### src/rtl/mem_unit_pkg.sv
// Shared definitions for the latch-memory sequencing controller.
//   - state_e     : controller state encoding (6 states, 3-bit)
//   - OP_READ/OP_WRITE : memory unit op encoding
//   - MEM_*       : geometry of the 8-word x 8-bit latch array
//   - mem_req_t   : op/address/data payload held toward the memory unit
package mem_unit_pkg;

  localparam int unsigned MEM_DEPTH  = 8;
  localparam int unsigned MEM_ADDR_W = 3;
  localparam int unsigned MEM_DATA_W = 8;

  localparam logic OP_READ  = 1'b0;
  localparam logic OP_WRITE = 1'b1;

  typedef enum logic [2:0] {
    ST_IDLE   = 3'd0,
    ST_SETUP  = 3'd1,
    ST_WPULSE = 3'd2,
    ST_WHOLD  = 3'd3,
    ST_RWAIT  = 3'd4,
    ST_RESP   = 3'd5
  } state_e;

  // Payload presented to the memory unit; held stable around every select pulse.
  typedef struct packed {
    logic                  op;
    logic [MEM_ADDR_W-1:0] addr;
    logic [MEM_DATA_W-1:0] data;
  } mem_req_t;

endpackage : mem_unit_pkg

### src/rtl/mem_unit_ctrl.sv
// Sequencing controller for the 8-word x 8-bit latch-based memory unit.
// Accepts one valid/ready request at a time, drives op/address/in_bus with a
// setup cycle, a select pulse and a hold cycle, captures out_bus on reads and
// returns a valid/ready response.
//
// Ports:
//   clk, rst_n             : clock (rising edge), async active-low reset
//   req_valid/req_ready    : request handshake (req_ready high only in IDLE)
//   req_we/addr/wdata      : request payload (1 = write)
//   rsp_valid/rsp_ready    : response handshake
//   rsp_rdata              : read data, 0x00 for write responses
//   mem_op/select/address/in_bus : registered drive to the memory unit
//   mem_out_bus            : read data from the memory unit
module mem_unit_ctrl
  import mem_unit_pkg::*;
#(
  parameter int unsigned WR_PULSE_CYC = 2,
  parameter int unsigned RD_WAIT_CYC  = 1,
  parameter int unsigned CNT_W        = 4
) (
  input  logic                  clk,
  input  logic                  rst_n,
  input  logic                  req_valid,
  output logic                  req_ready,
  input  logic                  req_we,
  input  logic [MEM_ADDR_W-1:0] req_addr,
  input  logic [MEM_DATA_W-1:0] req_wdata,
  output logic                  rsp_valid,
  input  logic                  rsp_ready,
  output logic [MEM_DATA_W-1:0] rsp_rdata,
  output logic                  mem_op,
  output logic                  mem_select,
  output logic [MEM_ADDR_W-1:0] mem_address,
  output logic [MEM_DATA_W-1:0] mem_in_bus,
  input  logic [MEM_DATA_W-1:0] mem_out_bus
);

  // Terminal counts of the select phases (counter runs 0 .. N-1).
  localparam logic [CNT_W-1:0] WR_LAST = CNT_W'(WR_PULSE_CYC - 1);
  localparam logic [CNT_W-1:0] RD_LAST = CNT_W'(RD_WAIT_CYC - 1);
  localparam logic [CNT_W-1:0] CNT_ONE = CNT_W'(1);

  state_e                 state_q, state_d;
  logic [CNT_W-1:0]       cnt_q, cnt_d;
  mem_req_t               req_q, req_d;
  logic                   sel_q, sel_d;
  logic                   rsp_valid_q, rsp_valid_d;
  logic [MEM_DATA_W-1:0]  rsp_rdata_q, rsp_rdata_d;

  // State and output registers; reset drops select asynchronously.
  always_ff @(posedge clk or negedge rst_n) begin
    if (!rst_n) begin
      state_q     <= ST_IDLE;
      cnt_q       <= '0;
      req_q       <= '0;
      sel_q       <= 1'b0;
      rsp_valid_q <= 1'b0;
      rsp_rdata_q <= '0;
    end else begin
      state_q     <= state_d;
      cnt_q       <= cnt_d;
      req_q       <= req_d;
      sel_q       <= sel_d;
      rsp_valid_q <= rsp_valid_d;
      rsp_rdata_q <= rsp_rdata_d;
    end
  end

  // Next-state and next-output decode. select is computed one cycle ahead so
  // that the registered pulse lines up exactly with WPULSE / RWAIT.
  always_comb begin
    state_d     = state_q;
    cnt_d       = cnt_q;
    req_d       = req_q;
    sel_d       = 1'b0;
    rsp_valid_d = rsp_valid_q;
    rsp_rdata_d = rsp_rdata_q;

    unique case (state_q)
      ST_IDLE: begin
        if (req_valid) begin
          req_d.op   = req_we ? OP_WRITE : OP_READ;
          req_d.addr = req_addr;
          req_d.data = req_wdata;
          state_d    = ST_SETUP;
        end
      end

      // Payload has been stable for one cycle; open the select pulse.
      ST_SETUP: begin
        cnt_d   = '0;
        sel_d   = 1'b1;
        state_d = (req_q.op == OP_WRITE) ? ST_WPULSE : ST_RWAIT;
      end

      ST_WPULSE: begin
        if (cnt_q == WR_LAST) begin
          state_d = ST_WHOLD;
        end else begin
          cnt_d = cnt_q + CNT_ONE;
          sel_d = 1'b1;
        end
      end

      // Hold cycle after the write pulse; payload still driven.
      ST_WHOLD: begin
        rsp_valid_d = 1'b1;
        rsp_rdata_d = '0;
        state_d     = ST_RESP;
      end

      // out_bus is sampled on the edge that closes the select pulse.
      ST_RWAIT: begin
        if (cnt_q == RD_LAST) begin
          rsp_valid_d = 1'b1;
          rsp_rdata_d = mem_out_bus;
          state_d     = ST_RESP;
        end else begin
          cnt_d = cnt_q + CNT_ONE;
          sel_d = 1'b1;
        end
      end

      // Address and data are left as-is; only op is returned to read.
      ST_RESP: begin
        if (rsp_ready) begin
          rsp_valid_d = 1'b0;
          req_d.op    = OP_READ;
          state_d     = ST_IDLE;
        end
      end

      default: begin
        state_d = ST_IDLE;
      end
    endcase
  end

  assign req_ready   = (state_q == ST_IDLE);
  assign rsp_valid   = rsp_valid_q;
  assign rsp_rdata   = rsp_rdata_q;
  assign mem_op      = req_q.op;
  assign mem_select  = sel_q;
  assign mem_address = req_q.addr;
  assign mem_in_bus  = req_q.data;

endmodule : mem_unit_ctrl

### config.mk
export PLATFORM = sky130hd
export DESIGN_NAME = mem_unit_ctrl
export DESIGN_NICKNAME = d
export VERILOG_FILES = /design/src/rtl/mem_unit_pkg.sv /design/src/rtl/mem_unit_ctrl.sv
export SDC_FILE = /design/constraint.sdc
export NUM_CORES = 1
export LEC_CHECK = 0
export BUFFER_PORTS_ARGS = -buffer_cell sky130_fd_sc_hd__buf_4
export CORE_MARGIN = 1
export CORE_UTILIZATION = 50
export DETAILED_ROUTE_END_ITERATION = 12
export HOLD_SLACK_MARGIN = 0.08
export PLACE_DENSITY = 0.81
export RECOVER_POWER = 50
export SLEW_MARGIN = 20
export SYNTH_ARGS = -nofsm -noshare
export SYNTH_HDL_FRONTEND = slang
export SYNTH_SLANG_ARGS = --single-unit
### constraint.sdc
create_clock -name clk -period 1.95 [get_ports clk]
set_input_delay 0 -clock clk [delete_from_list [all_inputs] [get_ports clk]]
set_output_delay 0 -clock clk [all_outputs]
set_load 0.005 [all_outputs]
==> run metrics <==
status=finished with violations; failing checks=max-capacitance violations, max-slew violations; fin area=2092 µm²; ant diodes=0; max-slew headroom at the worst pin=-0.07876%; TNS Setup=0 ns; Yosys reg bits=29; Mean Syn Cell Area=11.56 µm²; Total Wirelength=about 3.4 mm; simple-gate portion of the synthesized area=between 10% and 20%; Post-CTS Hold Fix Bufs=22; Data required, critical path=2.17 ns; clock slew at reported path FFs=0.09 ns; placed inst area=1805 µm²; vias in the first global route=about 1,200; io pins=47; Crit. End Element=register; cts bufs inserted=5; top-count cell post-synth=dfrtp_1; Critical Path AT=1.96 ns; post-CTS sizing=0; Leakage=0.0009995 µW; Worst Max-Slew Pin Slew=~1.5 ns; biggest cell delay along the critical path=0.63 ns; FF-to-FF Start=state_q[2]; Netlist cell types=33; area fraction of the dominant cell type after synthesis=about half; largest family of logic cells by synthesized area=simple AND/OR/NAND/NOR gates; routability cong.=a little over 0.7; CTS tree=yes; Synth Area in Compound Gates=between 10 and 15%; startpoint types=register; endpoints failing setup=0; Root Buffer Master=clkbuf_4; largest net degree at the start of global routing=30; Final Max Slew Viols=29; clk buf depth=2; DRC Markers=0; minimum clock period after layout=1.737 ns; Area growth syn-to-layout=43.64%; vias per cell=5.091; worst skew pair latency=0.34 ns; Fill cells=about 170; Rows=19; Max-cap violations=1; gr ovfl total=0; worst r2r dst=cnt_q[0]; Hold Vio Cnt, Final=0; Avg WL per Cell=between 10 and 15 µm; CP Cell Sequence=or3b_4 > o22ai_4 > nand2b_4 > a21oi_2; critical path class=register to register; RSZ-0062 raised after global routing=no; Layout Nets=225; post-place setup slack=0.2366 ns; pwr dens=1399 nW/µm²; DIE HEIGHT=55.97 µm; final worst setup slack=0.2128 ns; die area=about 3100 µm²; peak fanout along the critical path=13; Via Count=1,171; fmax=roughly 0.58 GHz; initial DRC count=16; DR pass1 iterations=4; Worst R2R Setup Slack=approximately 0.21 ns; Mapped Cells=between 100 and 150; H-tree depth=2; Worst VDD drop=1.004 mV; largest cells by area after synthesis=dfrtp_1 50%, mux2_4 8.2%, inv_1 3.9%; Buffers on Ports=46; hold crit path type=primary input to register; Die W=55.97 µm; number of flops mapped to enable cells by yosys=0; first-pass GRT wire length=5.658 mm; Worst Reg-to-Reg Cells=4; post-synthesis net count=roughly 150; Initial Util=a little over half; Critical-path top delay cell=dfrtp_1; Syn. warnings=0; share of synthesized cell area in full adder, half adder and majority cells=2.577%; DP Wirelength=2.141 mm; ys flop type=dfrtp_1; XOR/XNOR share of the synthesized area=0%; post-synthesis sequential area ratio=49.83%; postcts setup bufs=0; largest area contributor in the netlist=dfrtp_1; Post-synth top cells=29 x dfrtp_1, 15 x inv_1, 10 x o21ai_0; Syn Std Cell Area=1456 µm²; Core Box Area=between 2000 and 3000 µm²; WHS=about 0.14 ns; mux cell area share after synthesis=10.57%; initial antenna violation count=0; GR Util All Layers=between 20% and 30%; Worst Setup SP=state_q[2]; share of cells above drive strength 1=41.71%; clock sinks=29; antenna-violating nets left=0; Final Skew=0.006221 ns; Final period util=89.09%; post-layout util=75.86%; FFs w/ async S/R, synth=100.0%; Setup crit end=cnt_q[0]
cell usage in the layout, fill, tap and decap left out, types with 2 or more instances in the layout:
cell,count
a21oi_1,4
o21ai_2,4
ha_1,3
nand2_1,6
dlygate4sd3_1,22
dfrtp_1,29
o21ai_0,10
mux2_4,8
buf_4,36
clkbuf_8,2
mux2_2,3
or3b_4,2
o21ai_1,3
clkbuf_4,16
inv_1,15
nand3_1,9
nor2_1,7
worst max-delay path, delay by kind of cell (launching register included):
| family | cells | cell delay [ns] |
|---|---|---|
| simple gates | 2 | 0.68 |
| flops | 1 | 0.63 |
| compound gates | 2 | 0.31 |
metrics by stage:
step	std cells	total power, µW
floorplan	126	2000
global placement	200	2406
detailed placement	200	2477
CTS	230	2942
global route	230	3137
finish	230	2926
cell type report:
cell class / instances / area [µm²] / area share, %
inverters: 15 / 56.30 / 2.691
clock buffers: 7 / 65.06 / 3.110
multi-input cells: 77 / 624.3 / 29.84
well taps: 31 / 38.79 / 1.854
clock inverters: 1 / 5.005 / 0.2392
repair buffers: 70 / 576.8 / 27.57
flip-flops and latches: 29 / 725.7 / 34.69
registers in the layout, indices dropped and copies added, names as in the netlist:
signal / cells
state_q: 3
cnt_q: 4
mem_address: 3
rsp_valid: 1
rsp_rdata: 8
mem_op: 1
mem_select: 1
mem_in_bus: 8
report_power, final:
group          total [µW]  switching (µW)  internal [µW]
clock network         420             212            209
registers            1120             263            854
logic                1390             589            799
total                2930            1060           1860
logic make-up after synthesis:
kind of cell | after synthesis
muxes | 11
and+or+nand+nor | 36
adders and majority gates | 3
DFF | 29
buffers and inverters | 20
AOI/OAI and AO/OA | 27
routing by layer:
layer / wire length [µm] / vias up / share of wire [%] / GRT usage, %
met5: 0 / - / 0 / 0
met4: 85 / 0 / 2.5 / 9.756
met3: 154 / 7 / 4.5 / 7.674
met2: 1759 / 35 / 52 / 40.82
met1: 1392 / 561 / 41 / 28.73
li1: - / 568 / - / -
worst min path at each step:
stage / startpoint / to / depth (start not counted)
6_report: req_valid / state_q[0] / 5
5_1_grt: req_valid / mem_op / 4
4_1_cts: rst_n / rsp_rdata[5] / 2
3_5_place_dp: rst_n / mem_address[2] / 1
3_3_place_gp: rst_n / mem_address[2] / 1
2_1_floorplan: rst_n / cnt_q[0] / 0
Power figures use the tool's default switching activity.
